--- config.mk ---
export PLATFORM = sky130hd
export DESIGN_NAME = spi_reg_bridge
export DESIGN_NICKNAME = d
export VERILOG_FILES = /design/src/rtl/spi_reg_bridge.sv
export SDC_FILE = /design/constraint.sdc
export NUM_CORES = 1
export LEC_CHECK = 0
export CAP_MARGIN = 10
export CORE_MARGIN = 2
export CORE_UTILIZATION = 49
export CTS_CLUSTER_DIAMETER = 80
export DETAILED_ROUTE_END_ITERATION = 7
export PLACE_DENSITY_LB_ADDON = 0.05
export SLEW_MARGIN = 10
export SYNTH_ARGS = -nofsm -noshare
export SYNTH_HDL_FRONTEND = slang
export SYNTH_SLANG_ARGS = --single-unit
--- constraint.sdc ---
create_clock -name clk -period 4.4 [get_ports clk]
set_input_delay 1.32 -clock clk [delete_from_list [all_inputs] [get_ports clk]]
set_output_delay 1.32 -clock clk [all_outputs]
set_load 0.1 [all_outputs]
--- src/rtl/spi_reg_bridge.sv ---
// SPI byte-stream to register-bus bridge: byte 0 is the command, later bytes are write data or read clocks.
// Build option SPI_REG_BRIDGE_AUTOINC_EN: step the register address after every bus access.
module spi_reg_bridge #(
  parameter int          ADDR_W  = 7,
  parameter logic [7:0]  IDLE_TX = 8'hFF
) (
  input  logic              clk,
  input  logic              rst,
  input  logic              ss,
  input  logic              rx_done,
  input  logic [7:0]        rx_data,
  output logic [7:0]        tx_data,
  output logic              bus_req,
  output logic              bus_we,
  output logic [ADDR_W-1:0] bus_addr,
  output logic [7:0]        bus_wdata,
  input  logic              bus_ack,
  input  logic [7:0]        bus_rdata,
  output logic              busy,
  output logic              err
);

  typedef enum logic [2:0] {
    IDLE, CMD, WR_DATA, WR_BUS, RD_BUS, RD_STREAM, DRAIN
  } state_t;

  state_t            state, state_nxt;
  logic              ss_s1, ss_s2, ss_d;
  logic              frame_start, frame_end;
  logic              start_pend, start_pend_nxt;
  logic [7:0]        tx_nxt, wdata_nxt;
  logic              req_nxt, we_nxt, err_nxt, busy_nxt;
  logic [ADDR_W-1:0] addr_nxt, addr_step;

  assign frame_start = ss_d & ~ss_s2;
  assign frame_end   = ~ss_d & ss_s2;

`ifdef SPI_REG_BRIDGE_AUTOINC_EN
  assign addr_step = bus_addr + 1'b1;
`else
  assign addr_step = bus_addr;
`endif

  always_ff @(posedge clk) begin
    if (rst) begin
      ss_s1      <= 1'b1;
      ss_s2      <= 1'b1;
      ss_d       <= 1'b1;
      state      <= IDLE;
      start_pend <= 1'b0;
      tx_data    <= IDLE_TX;
      bus_req    <= 1'b0;
      bus_we     <= 1'b0;
      bus_addr   <= '0;
      bus_wdata  <= 8'h00;
      busy       <= 1'b0;
      err        <= 1'b0;
    end else begin
      ss_s1      <= ss;
      ss_s2      <= ss_s1;
      ss_d       <= ss_s2;
      state      <= state_nxt;
      start_pend <= start_pend_nxt;
      tx_data    <= tx_nxt;
      bus_req    <= req_nxt;
      bus_we     <= we_nxt;
      bus_addr   <= addr_nxt;
      bus_wdata  <= wdata_nxt;
      busy       <= busy_nxt;
      err        <= err_nxt;
    end
  end

  always_comb begin
    state_nxt      = state;
    start_pend_nxt = start_pend;
    tx_nxt         = tx_data;
    req_nxt        = bus_req;
    we_nxt         = bus_we;
    addr_nxt       = bus_addr;
    wdata_nxt      = bus_wdata;
    err_nxt        = err;

    case (state)
      IDLE: begin
        if (frame_start) begin
          state_nxt = CMD;
          err_nxt   = 1'b0;
        end
      end
      CMD: begin
        if (rx_done) begin
          addr_nxt = rx_data[ADDR_W-1:0];
          if (rx_data[7]) begin
            req_nxt   = 1'b1;
            we_nxt    = 1'b0;
            state_nxt = RD_BUS;
          end else begin
            state_nxt = WR_DATA;
          end
        end
      end
      WR_DATA: begin
        if (rx_done) begin
          wdata_nxt = rx_data;
          req_nxt   = 1'b1;
          we_nxt    = 1'b1;
          state_nxt = WR_BUS;
        end
      end
      WR_BUS: begin
        // A byte landing before the previous write finished is dropped.
        if (rx_done) err_nxt = 1'b1;
        if (bus_ack) begin
          req_nxt   = 1'b0;
          addr_nxt  = addr_step;
          state_nxt = WR_DATA;
        end
      end
      RD_BUS: begin
        if (bus_ack) begin
          tx_nxt    = bus_rdata;
          req_nxt   = 1'b0;
          addr_nxt  = addr_step;
          state_nxt = RD_STREAM;
        end
        // Underrun: the slave already took a byte, so the read data is stale.
        if (rx_done) begin
          err_nxt = 1'b1;
          tx_nxt  = IDLE_TX;
        end
      end
      RD_STREAM: begin
        if (rx_done) begin
          req_nxt   = 1'b1;
          we_nxt    = 1'b0;
          state_nxt = RD_BUS;
        end
      end
      DRAIN: begin
        if (frame_start) start_pend_nxt = 1'b1;
        if (frame_end)   start_pend_nxt = 1'b0;
        if (bus_ack) begin
          req_nxt        = 1'b0;
          start_pend_nxt = 1'b0;
          if (start_pend || frame_start) begin
            state_nxt = CMD;
            err_nxt   = 1'b0;
          end else begin
            state_nxt = IDLE;
          end
        end
      end
      default: state_nxt = IDLE;
    endcase

    // Frame end overrides whatever the byte handling above decided.
    if (frame_end && state != IDLE && state != DRAIN) begin
      tx_nxt         = IDLE_TX;
      start_pend_nxt = 1'b0;
      if (bus_req && !bus_ack) begin
        req_nxt   = 1'b1;
        state_nxt = DRAIN;
      end else begin
        req_nxt   = 1'b0;
        state_nxt = IDLE;
      end
    end

    busy_nxt = (state_nxt != IDLE);
  end

endmodule

======== Word level (Yosys, flattened, before mapping) ========
Cells that the tools add are included.
word-level totals
  output and inout port bits .............. 27
  input port bits ......................... 21
  word-level logic and storage cells ...... 91
  register bits after elaboration ......... 34
cells by class
  bitwise operators ....................... 4
  eq/ne operators ......................... 19
  reductions and logical operators ........ 24
  mux-type cells .......................... 32
operator list
  kind                                                    number
  two-way mux 3 bit                                       10
  case mux 3 bit (7 select lines)                         1
  two-way mux 1 bit                                       16
  two-way mux 8 bit                                       2
  AND reduction 5 bit                                     3
  nonzero test 3 bit                                      5
  inequality test 2 bit (second input constant)           7
  == test 3 bit (second input constant)                   3
  inequality test 3 bit (second input constant)           3
  case mux 1 bit (3 select lines)                         3
  AND reduction 2 bit                                     4
  == test 3 x 2 -> 1 bit (second input constant)          2
  inequality test 3 x 1 -> 1 bit (second input constant)  2
  OR reduction 2 bit                                      3
  nonzero test 4 bit                                      1
  == test 3 x 1 -> 1 bit (second input constant)          1
  logical AND 1 bit                                       3
  zero test 3 bit                                         1
  OR reduction 3 bit                                      1
  bitwise AND 1 bit                                       2
  inequality test 2 x 1 -> 1 bit (second input constant)  1
  NOT 1 bit                                               2
  nonzero test 2 bit                                      1
  zero test 1 bit                                         1
  logical OR 1 bit                                        1

======== Logic depth before layout (Yosys ltp) ========
Gate-level depths: netlist of the first run.
  depth in word-level cells ............... 8
  gate-level depth with buffers ........... 7

======== Least setup slack after synthesis of the first run ========
No wires, ideal clock.
  kind .................................... input port to flip-flop
  start ................................... input bus_ack
  end ..................................... register tx_data[6]
  setup slack ............................. 1.952 ns
  stages .................................. 6
  arrival ................................. 2.316 ns
  cells stage by stage .................... clkbuf_1 -> nor2_1 -> or3_1 -> buf_1 -> nor3_1 -> o21ai_1
on the way
  longest elaborated chain between the ends .. 2
ends and longest elaborated chain
  item                                  RTL line  RTL
  start, declared                       17        input logic bus_ack,
  nonzero test 2 bit (no source line)   -
  AND reduction 2 bit (no source line)  -
  end signal, assigned                  64        tx_data <= tx_nxt;
  end, declared                         12        output logic [7:0] tx_data,
No other way between the ends.
A chain may end at the register's enable or synchronous reset.

======== Worst setup path in the final report of the first run ========
  start ................................... register bus_wdata[2]
  end ..................................... output bus_wdata[2]
RTL lines
  item                    RTL line  RTL
  start, declared         16        output logic [7:0] bus_wdata,
  start signal, assigned  68        bus_wdata <= wdata_nxt;
No word-level cell between the ends.

==> run_results.csv, run 1 <==
group,metric,value,unit
timing,fin_skew,0.01402,ns
power_and_ir_drop,p_leak,0.7183,nW
synth,yosysWarningCount,0,
critical_path,r2r_setup_slack,2.49,ns
synth,ys_ff_latch,34,
cts,clock-sinks,34,
final_layout,postLayoutCoreUtil,68.28,%
critical_path,cp_max_fo,2,
final_layout,layout_common_cells,"clkdlybuf4s50_1 (47), dfxtp_1 (34), nand2_1 (28)",
critical_path,path_buf_inv,1,
final_layout,drive_above_1_share,7.456,%
cts,cts_tree,"yes",
synth,synthDistinctLibCells,40,
floorplan,io_pins,48,
synth,ys.flop_type,"dfxtp_1",
floorplan,coreArea,2978,µm²
global_routing,grt_max_degree,24,
floorplan,die_x,59.38,µm
synth,ys_seq_area_share,45.30,%
timing,rsz0062_at_grt,"false",
global_routing,grt.total_usage,22.41,%
final_layout,fin_area,2033,µm²
critical_path,crit_path_end_kind,"output port",
critical_path,start_kind,"flop",
timing,period_share,72.06,%
critical_path,worstSetupPathType,"reg2out",
placed_design,placed_area,1969,µm²
run,max_cap_viol_count,0,
routing,initialDrtViolationCount,74,
synth,syn_nets,205,
synth,synth_enable_flop_cells,0,
synth,syn_area,1503,µm²
global_routing,grt_pass1_vias,1327,
timing,worst_pin_slew,0.9866,ns
run_status,status,"completed",
floorplan,dieArea,3525,µm²
synth,synth.area.mux_share,5.412,%
cts,htree_levels,2,
routing,wl_per_cell,13.28,µm
cts,postCtsSetupBuffers,0,
cts,insertion_delay,0.34,ns
cts,cts.repair.resized,0,
critical_path,cpMaxStageDelayCell,"clkdlybuf4s50_1",
critical_path,rr_worst_depth,5,
synth,synth_area_per_cell,8.167,µm²
min_path,hold_path.class,"reg2reg",
power_and_ir_drop,total_power,0.6245,mW
placed_design,place_ws,1.184,ns
timing,slew_viol_final,0,
floorplan,num_rows,20,
timing,fin_setup_tns,0,ns
final_layout,nets,248,
critical_path,crit_path_end,"bus_wdata[2]",
floorplan,start_util,50.46,%
routing,detail-route-antenna-nets,0,
placed_design,detailed_place_hpwl,2458,µm
routing,vias,1435,
cts,cts_buffers,5,
cts,clock-root-buffer,"clkbuf_4",
critical_path,arrival,1.85,ns
timing,maxSlewHeadroom,34.02,%
global_routing,grt_pass1_wl,5934,µm
critical_path,rr_endpoint,"busy",
critical_path,r2r_start,"state[2]",
synth,synthAdderAreaFrac,0,%
routing,drc,0,
final_layout,final_common_cell,"clkdlybuf4s50_1",
timing,fin_ws,1.229,ns
global_routing,antenna_found_initial,0,
cts,cts.path.max_buffers,2,
cts,hold_buffers,0,
floorplan,fp.dieH,59.38,µm
power_and_ir_drop,ir_drop,0.2085,mV
power_and_ir_drop,powerDensity,307.2,nW/µm²
placed_design,portBuffers,47,
global_routing,grt_remaining_overflow,0,
cts,path_clk_slew,0.11,ns
routing,wl,3465,µm
routing,vias_per_cell,5.498,
synth,async_flop_share,0,%
placed_design,place.gp.congestion,0.8154,
synth,netlist_instances,184,
critical_path,critPathRequiredTime,3.08,ns
final_layout,diodes,0,
synth,synth_xor_area_share,0,%
timing,min_period,3.171,ns
critical_path,path_delay_family,"buffers and inverters",
routing,drt-pass1-iter-count,4,
final_layout,area_delta_synth_final,35.30,%
critical_path,max_stage_delay,1.16,ns
synth,synth-simple-area-share,27.48,%
timing,max_freq,0.3154,GHz
critical_path,cp_cell_sequence,"clkdlybuf4s50_1",
critical_path,cp-startpoint,"bus_wdata[2]",
synth,synth_top_family_by_area,"simple AND/OR/NAND/NOR gates",
synth,synth_compound_area_share,18.07,%
critical_path,path_depth,1,
timing,hold_viol_final,0,
timing,finalSetupViolCount,0,
## per-stage QoR
stage	instances	hold slack (ns)
after floorplan	184	0.3895
after global placement	253	0.4094
after detailed placement	253	0.4024
after CTS	261	0.4335
after global routing	261	0.4388
final	261	0.4280
## worst min path at each step
stage | startpoint | end | slack, ns | depth (start not counted)
2_1_floorplan | ss_s1 | ss_s2 | 0.39 | 1
3_3_place_gp | ss_s1 | ss_s2 | 0.41 | 1
3_5_place_dp | ss_s1 | ss_s2 | 0.40 | 1
4_1_cts | ss_s1 | ss_s2 | 0.43 | 1
5_1_grt | ss_s1 | ss_s2 | 0.44 | 1
6_report | ss_s1 | ss_s2 | 0.43 | 1
## layout make-up
cell class                      instances  area, µm²
Tap cell                               33      41.29
Inverter                                1      3.754
Fill cell                             258      944.7
Clock buffer                            6      51.30
Clock inverter                          2      12.51
Multi-Input combinational cell        137      765.7
Sequential cell                        34      680.7
Timing Repair Buffer                   48      478.0
## synthesized netlist by cell type (all sizes together), types with 2 or more instances
| library cell | instances | share of area, % |
|---|---|---|
| buf | 5 | 1.7 |
| nor2b | 5 | 2.2 |
| nor3 | 10 | 3.7 |
| nand2b | 5 | 2.1 |
| nand3b | 2 | 1.0 |
| or3 | 2 | 1.2 |
| o2bb2ai | 2 | 1.2 |
| a21oi | 14 | 4.9 |
| nand2 | 28 | 7.0 |
| o21bai | 2 | 1.0 |
| clkbuf | 7 | 1.7 |
| or2 | 3 | 1.2 |
| mux2i | 7 | 4.7 |
| dfxtp | 34 | 45 |
| a31oi | 4 | 1.7 |
| o21ai | 14 | 4.7 |
| nor2 | 25 | 6.4 |
## metal layers
| metal | vias to the layer above | global-route usage (%) | part of all wire (%) |
|---|---|---|---|
| met5 | - | 0 | 0 |
| met1 | 654 | 28.47 | 44 |
| met4 | 0 | 9.740 | 0.98 |
| li1 | 726 | - | - |
| met2 | 51 | 34.07 | 48 |
| met3 | 4 | 8.079 | 7.6 |
## cell families after synthesis
kind of cell | after synthesis
AOI/OAI and AO/OA | 44
buffers and inverters | 13
and+or+nand+nor | 85
DFF | 34
muxes | 8
## registers in the layout, summed over array words and instances (netlist names), 3 cells and up
register,cells
bus_addr,7
bus_wdata,8
state,3
tx_data,8
## power by group
| part | leakage, nW | internal (mW) | total, mW | switching (mW) |
|---|---|---|---|---|
| Sequential | 0.276 | 0.316 | 0.326 | 0.00975 |
| Clock | 0.0343 | 0.0768 | 0.182 | 0.105 |
| Combinational | 0.408 | 0.0426 | 0.117 | 0.0746 |
| Total | 0.718 | 0.435 | 0.625 | 0.189 |
Note: power is estimated with default switching activity, not from simulation.
==> run 2, diff against run 1 <==
--- a/config.mk
+++ b/config.mk
@@ -7,7 +7,7 @@
 export LEC_CHECK = 0
 export CAP_MARGIN = 10
 export CORE_MARGIN = 2
-export CORE_UTILIZATION = 49
+export CORE_UTILIZATION = 41
 export CTS_CLUSTER_DIAMETER = 80
 export DETAILED_ROUTE_END_ITERATION = 7
 export PLACE_DENSITY_LB_ADDON = 0.05
==> constraint.sdc (replaced) <==
create_clock -name clk -period 2.8 [get_ports clk]
set_input_delay 0.84 -clock clk [delete_from_list [all_inputs] [get_ports clk]]
set_output_delay 0.84 -clock clk [all_outputs]
set_load 0.1 [all_outputs]
==> run 2 against run 1 <==
Effect of this change:
- register-to-register slack worse by 1.7 ns
- die area increased by 18%
- non-clock buffer count up 3
- critical path type is now in2reg
- largest cell class unchanged
- design area shrank 1.6%
- setup slack got worse by 0.69 ns
- via count grew 1.5%
- highest routed layer unchanged
==> run_results.csv, run 2 (synthesized netlist as in run 1, its figures left out) <==
group,metric,value,unit
run_status,status,"completed",
routing,detail-route-antenna-nets,0,
timing,hold_ws,0.4249,ns
floorplan,coreArea,3416,µm²
critical_path,r2r_start,"state[2]",
final_layout,postLayoutCoreUtil,58.57,%
global_routing,grt_pass1_vias,1299,
routing,vias_per_cell,5.260,
global_routing,grt_pass1_wl,5754,µm
cts,path_clk_slew,0.10,ns
placed_design,detailed_place_hpwl,2641,µm
global_routing,grt_remaining_overflow,0,
cts,cts_buffers,5,
final_layout,final_common_cell,"dfxtp_1",
timing,min_period,2.263,ns
placed_design,portBuffers,47,
power_and_ir_drop,total_power,0.9817,mW
final_layout,drive_above_1_share,19.91,%
placed_design,dp_cells,269,
cts,cts_tree,"yes",
timing,fin_skew,0.009127,ns
routing,drt-pass1-iter-count,4,
routing,vias,1457,
global_routing,grt_max_degree,21,
cts,cts.path.max_buffers,2,
critical_path,arrival,2.48,ns
critical_path,cp_cell_sequence,"clkdlybuf4s50_1 -> nor2_1 -> or3_1 -> nor3_1 -> o21ai_1",
critical_path,rr_worst_depth,5,
timing,maxSlewHeadroom,59.15,%
cts,hold_buffers,0,
floorplan,dieArea,4165,µm²
critical_path,crit_path_end_kind,"flop",
routing,wl,3678,µm
floorplan,num_rows,21,
global_routing,antenna_found_initial,0,
timing,hold_viol_final,0,
timing,rsz0062_at_grt,"false",
routing,wl_per_cell,13.28,µm
floorplan,die_x,64.54,µm
critical_path,start_kind,"primary input",
cts,clock-sinks,34,
min_path,min_to,"ss_s2",
critical_path,worstSetupPathType,"in2reg",
critical_path,path_delay_family,"simple AND/OR/NAND/NOR gates",
cts,insertion_delay,0.35,ns
power_and_ir_drop,p_leak,0.7708,nW
routing,initialDrtViolationCount,106,
timing,worst_pin_slew,0.6120,ns
routing,drc,0,
cts,htree_levels,2,
final_layout,fin_area,2001,µm²
timing,max_freq,0.4418,GHz
final_layout,area_delta_synth_final,33.14,%
timing,fin_ws,0.5367,ns
power_and_ir_drop,powerDensity,490.7,nW/µm²
cts,postCtsSetupBuffers,0,
placed_design,place_ws,0.1470,ns
final_layout,top_regs,"bus_wdata: 8 flops, tx_data: 8 flops, bus_addr: 7 flops",
timing,slew_viol_final,0,
floorplan,fp.dieH,64.54,µm
placed_design,placed_area,1941,µm²
floorplan,start_util,43.99,%
final_layout,diodes,0,
min_path,hold_path.class,"reg2reg",
critical_path,rr_endpoint,"busy",
floorplan,io_pins,48,
min_path,hold_path_depth,1,
critical_path,path_buf_inv,1,
final_layout,nets,251,
critical_path,critPathRequiredTime,3.01,ns
critical_path,cpMaxStageDelayCell,"clkdlybuf4s50_1",
timing,period_share,80.83,%
placed_design,place.gp.congestion,0.8466,
critical_path,max_stage_delay,0.69,ns
timing,fin_setup_tns,0,ns
final_layout,instances_no_fill,277,
power_and_ir_drop,ir_drop,0.3143,mV
final_layout,layout_common_cells,"dfxtp_1 (34), buf_4 (31), nand2_1 (28)",
critical_path,cp_max_fo,10,
timing,finalSetupViolCount,0,
cts,clock-root-buffer,"clkbuf_4",
cts,cts.repair.resized,0,
run,max_cap_viol_count,0,
critical_path,r2r_setup_slack,0.82,ns
global_routing,grt.total_usage,17.98,%
min_path,min_from,"ss_s1",
[run 2: cell count changes in the layout (fill, tap and decap cells not counted)]
cell	previous run	this run
clkdlybuf4s50_1	47	20
buf_4	1	31
clkinvlp_4	1	0
clkbuf_1	0	1
[run 2: worst max path at each step]
stage	startpoint	to	slack, ns	cells after the start
after floorplan	bus_ack	tx_data[6]	0.83	6
after global placement	rx_done	tx_data[5]	0.27	5
after detailed placement	rx_done	tx_data[7]	0.15	5
after CTS	rx_done	tx_data[7]	0.51	5
after global routing	rx_done	tx_data[7]	0.46	5
final	rx_done	tx_data[7]	0.54	5
[run 2: layout make-up]
cell class,count,area [µm²]
Clock inverter,1,5.005
Tap cell,46,57.56
Inverter,1,3.754
Fill cell,320,1415
Multi-Input combinational cell,137,765.7
Clock buffer,7,55.05
Sequential cell,34,680.7
Timing Repair Buffer,51,432.9
[run 2: metal layers]
layer	global-route usage (%)	wire length, µm
met4	10.37	99
met3	4.861	256
met5	0	0
met2	29.82	1737
met1	20.83	1584
[run 2: worst register-to-register path, stage by stage, from the launching register on]
cell	delay (ns)
dfxtp_1	0.73
nor2b_2	0.17
or3_4	0.41
nand2_1	0.11
o2bb2ai_1	0.09
or3b_1	0.37
[run 2: where the power goes]
part / switching, mW / internal, mW / total [mW]
clock: 0.165 / 0.122 / 0.287
combinational: 0.117 / 0.0658 / 0.183
sequential: 0.0153 / 0.497 / 0.512
total: 0.298 / 0.684 / 0.982
==> edit (flow settings as in run 2) <==
Build with the macro `SPI_REG_BRIDGE_AUTOINC_EN` defined.
--- a/src/rtl/spi_reg_bridge.sv
+++ b/src/rtl/spi_reg_bridge.sv
@@ -1,5 +1,7 @@
 // SPI byte-stream to register-bus bridge: byte 0 is the command, later bytes are write data or read clocks.
 // Build option SPI_REG_BRIDGE_AUTOINC_EN: step the register address after every bus access.
+`define SPI_REG_BRIDGE_AUTOINC_EN
+
 module spi_reg_bridge #(
   parameter int          ADDR_W  = 7,
   parameter logic [7:0]  IDLE_TX = 8'hFF
Behaviour: not the same (Yosys sat finds a counterexample within 10 cycles, from zero or initial values and one cycle with rst high).
==> edit against run 2 <==
- setup slack worse by 0.87 ps
- count of clock-buffer cells in the layout is 1 lower
- wire length is 12% higher
- sequential cell count did not move
- area after synthesis up 14%
- total power rose by 8.6%
- clock power is 21% higher
- design area is 11% higher
- critical path type unchanged
- critical endpoint is now bus_addr[0]$_SDFFE_PP0P_
- largest power group unchanged
==> edit: results (changes against run 2) <==
Logic synthesis
  – Post-synth ARST share: 0% (unchanged)
  – Adder-Cell Fraction of Synth Area: 0.733% (+0.73 points)
  – Synth area leaders: dfxtp_1, nand2_1, a21oi_1
  – Multiplexer share of the synthesized area: 2.49% (-2.9 points)
  – Xor/xnor cell area share of the yosys netlist: 0.513% (+0.51 points)
  – Complex-gate fraction of the synthesized area: 24.7% (+6.6 points)
  – Sequential fraction of the synthesis area: 39.9% (-5.4 points)
  – Top cells by count, synth: dfxtp_1, nand2_1, a21oi_1, nor2_1, o21ai_0
  – Mapped Nets: 240 (+17%)
  – Number of distinct library cells after synthesis: 44 (+10%)

Global routing
  – Tot GR Track Use: 20.2% (+2.2 points)
  – Largest net degree at the start of global routing: 23 (+9.5%)
  – First-pass GRT wire length: 7.07 mm (+23%)
  – Number of global-route vias before repair: 1507 (+16%)
  – Initial antenna violation count: 0 (unchanged)

Worst setup path
  – CP peak stage delay: 560 ps (-130 ps)
  – CP Max Fanout: 14 (+4)
  – Reg2reg setup slack: 840 ps (+20 ps)
  – Capturing point of the worst reg2reg path: bus_req$_SDFFE_PP0P_
  – Largest delay share family, worst path: compound AO/OA/AOI/OAI gates
  – FF-to-FF Start: state[1]$_SDFF_PP0_

Place
  – IO Port Bufs: 47 (unchanged)
  – Hpwl dp: 3.02 mm (+14%)
  – RD Place Congestion: 0.888 (+4.9%)

Route
  – Vias: 1659 (+14%)
  – Final wirelength: 4.12 mm (+12%)
  – Initial DRC count: 167 (+58%)

Final layout
  – Fillers: 394 (+23%)
  – Layout cell share with drive strength beyond 1: 19.7% (-0.22 points)
  – Fin nets: 286 (+14%)
  – Biggest regs: bus_wdata x8, tx_data x8, bus_addr x7
  – ANT cells: 0 (unchanged)

STA
  – Skew final: 4.26 ps (-4.87 ps)
  – Max_slew headroom: 60.4% (+1.3 points)
  – Worst Hold Margin: 413 ps (-12.4 ps)
  – Pins Over Slew Limit: 0 (unchanged)

CTS
  – Clock slew at reported path FFs: 70 ps (-30 ps)
  – # H-tree levels: 2 (unchanged)
  – Skew-Pair Late Insertion Delay: 290 ps (-60 ps)
  – Total CTS buffers: 5 (unchanged)
  – Maximum root-to-sink buffer count: 2 (unchanged)
  – Root Buffer: clkbuf_8

Min path
  – Worst Hold End: ss_s2$_SDFF_PP1_
  – Source of the worst hold timing path: ss_s1$_SDFF_PP1_
  – HP Class: flip-flop to flip-flop

Power and ir drop
  – P_clk: 0.000346 W (+21%)
  – Worst IR Drop VDD: 0.261 mV (-17%)
  – Psw: 0.000326 W (+9.5%)
  – Leakage: 0.842 nW (+9.2%)

Status
  – Status: completed
edit: cell types whose count changed after synthesis, sizes merged, moves of 3 or more:
cell,run 2,this run
a21oi,14,22
a21o,0,7
nor2,25,19
mux2i,7,2
o21ai,14,19
buf,5,9
or2,3,7
nand3,0,3
or3,2,5
edit: through the flow:
stage / total power (W) / util [%] / std cells / instance area, um^2 / setup WS [ps]
final: 0.00107 / 55.6 / 314 / 2220 / 536
after global routing: 0.00112 / 55.6 / 314 / 2220 / 415
after CTS: 0.00108 / 55.6 / 314 / 2220 / 535
after detailed placement: 0.000732 / 53.6 / 307 / 2140 / 234
after global placement: 0.000733 / 53.6 / 307 / 2140 / 270
after floorplan: 0.000667 / - / 218 / 1710 / 592
edit: per-layer routing:
layer | global-route usage, % | wire length (um) | share of wire (%)
met3 | 4.71 | 258 | 6.3
met2 | 27.2 | 1790 | 43
met1 | 30.6 | 2010 | 49
met4 | 7.75 | 60 | 1.5
met5 | 0 | 0 | 0
edit: worst max-delay path by stage:
stage                              from                       end  slack [ps]  cells after the start
2_1_floorplan  bus_addr[0]$_SDFFE_PP0P_  bus_addr[6]$_SDFFE_PP0P_         590                      6
3_3_place_gp                    bus_ack  bus_addr[0]$_SDFFE_PP0P_         270                      6
3_5_place_dp                    bus_ack  bus_addr[0]$_SDFFE_PP0P_         230                      6
4_1_cts                         bus_ack  bus_addr[0]$_SDFFE_PP0P_         530                      6
5_1_grt                         bus_ack  bus_addr[0]$_SDFFE_PP0P_         420                      6
6_report                        bus_ack  bus_addr[0]$_SDFFE_PP0P_         540                      6
edit: final cells by class:
class	instances	area (um^2)	share of cell area, %
clock buffers	6	72.6	3.26
multi-input cells	167	942	42.4
repair buffers	53	448	20.1
well taps	50	62.6	2.81
clock inverters	1	7.51	0.337
inverters	3	11.3	0.506
flip-flops and latches	34	681	30.6
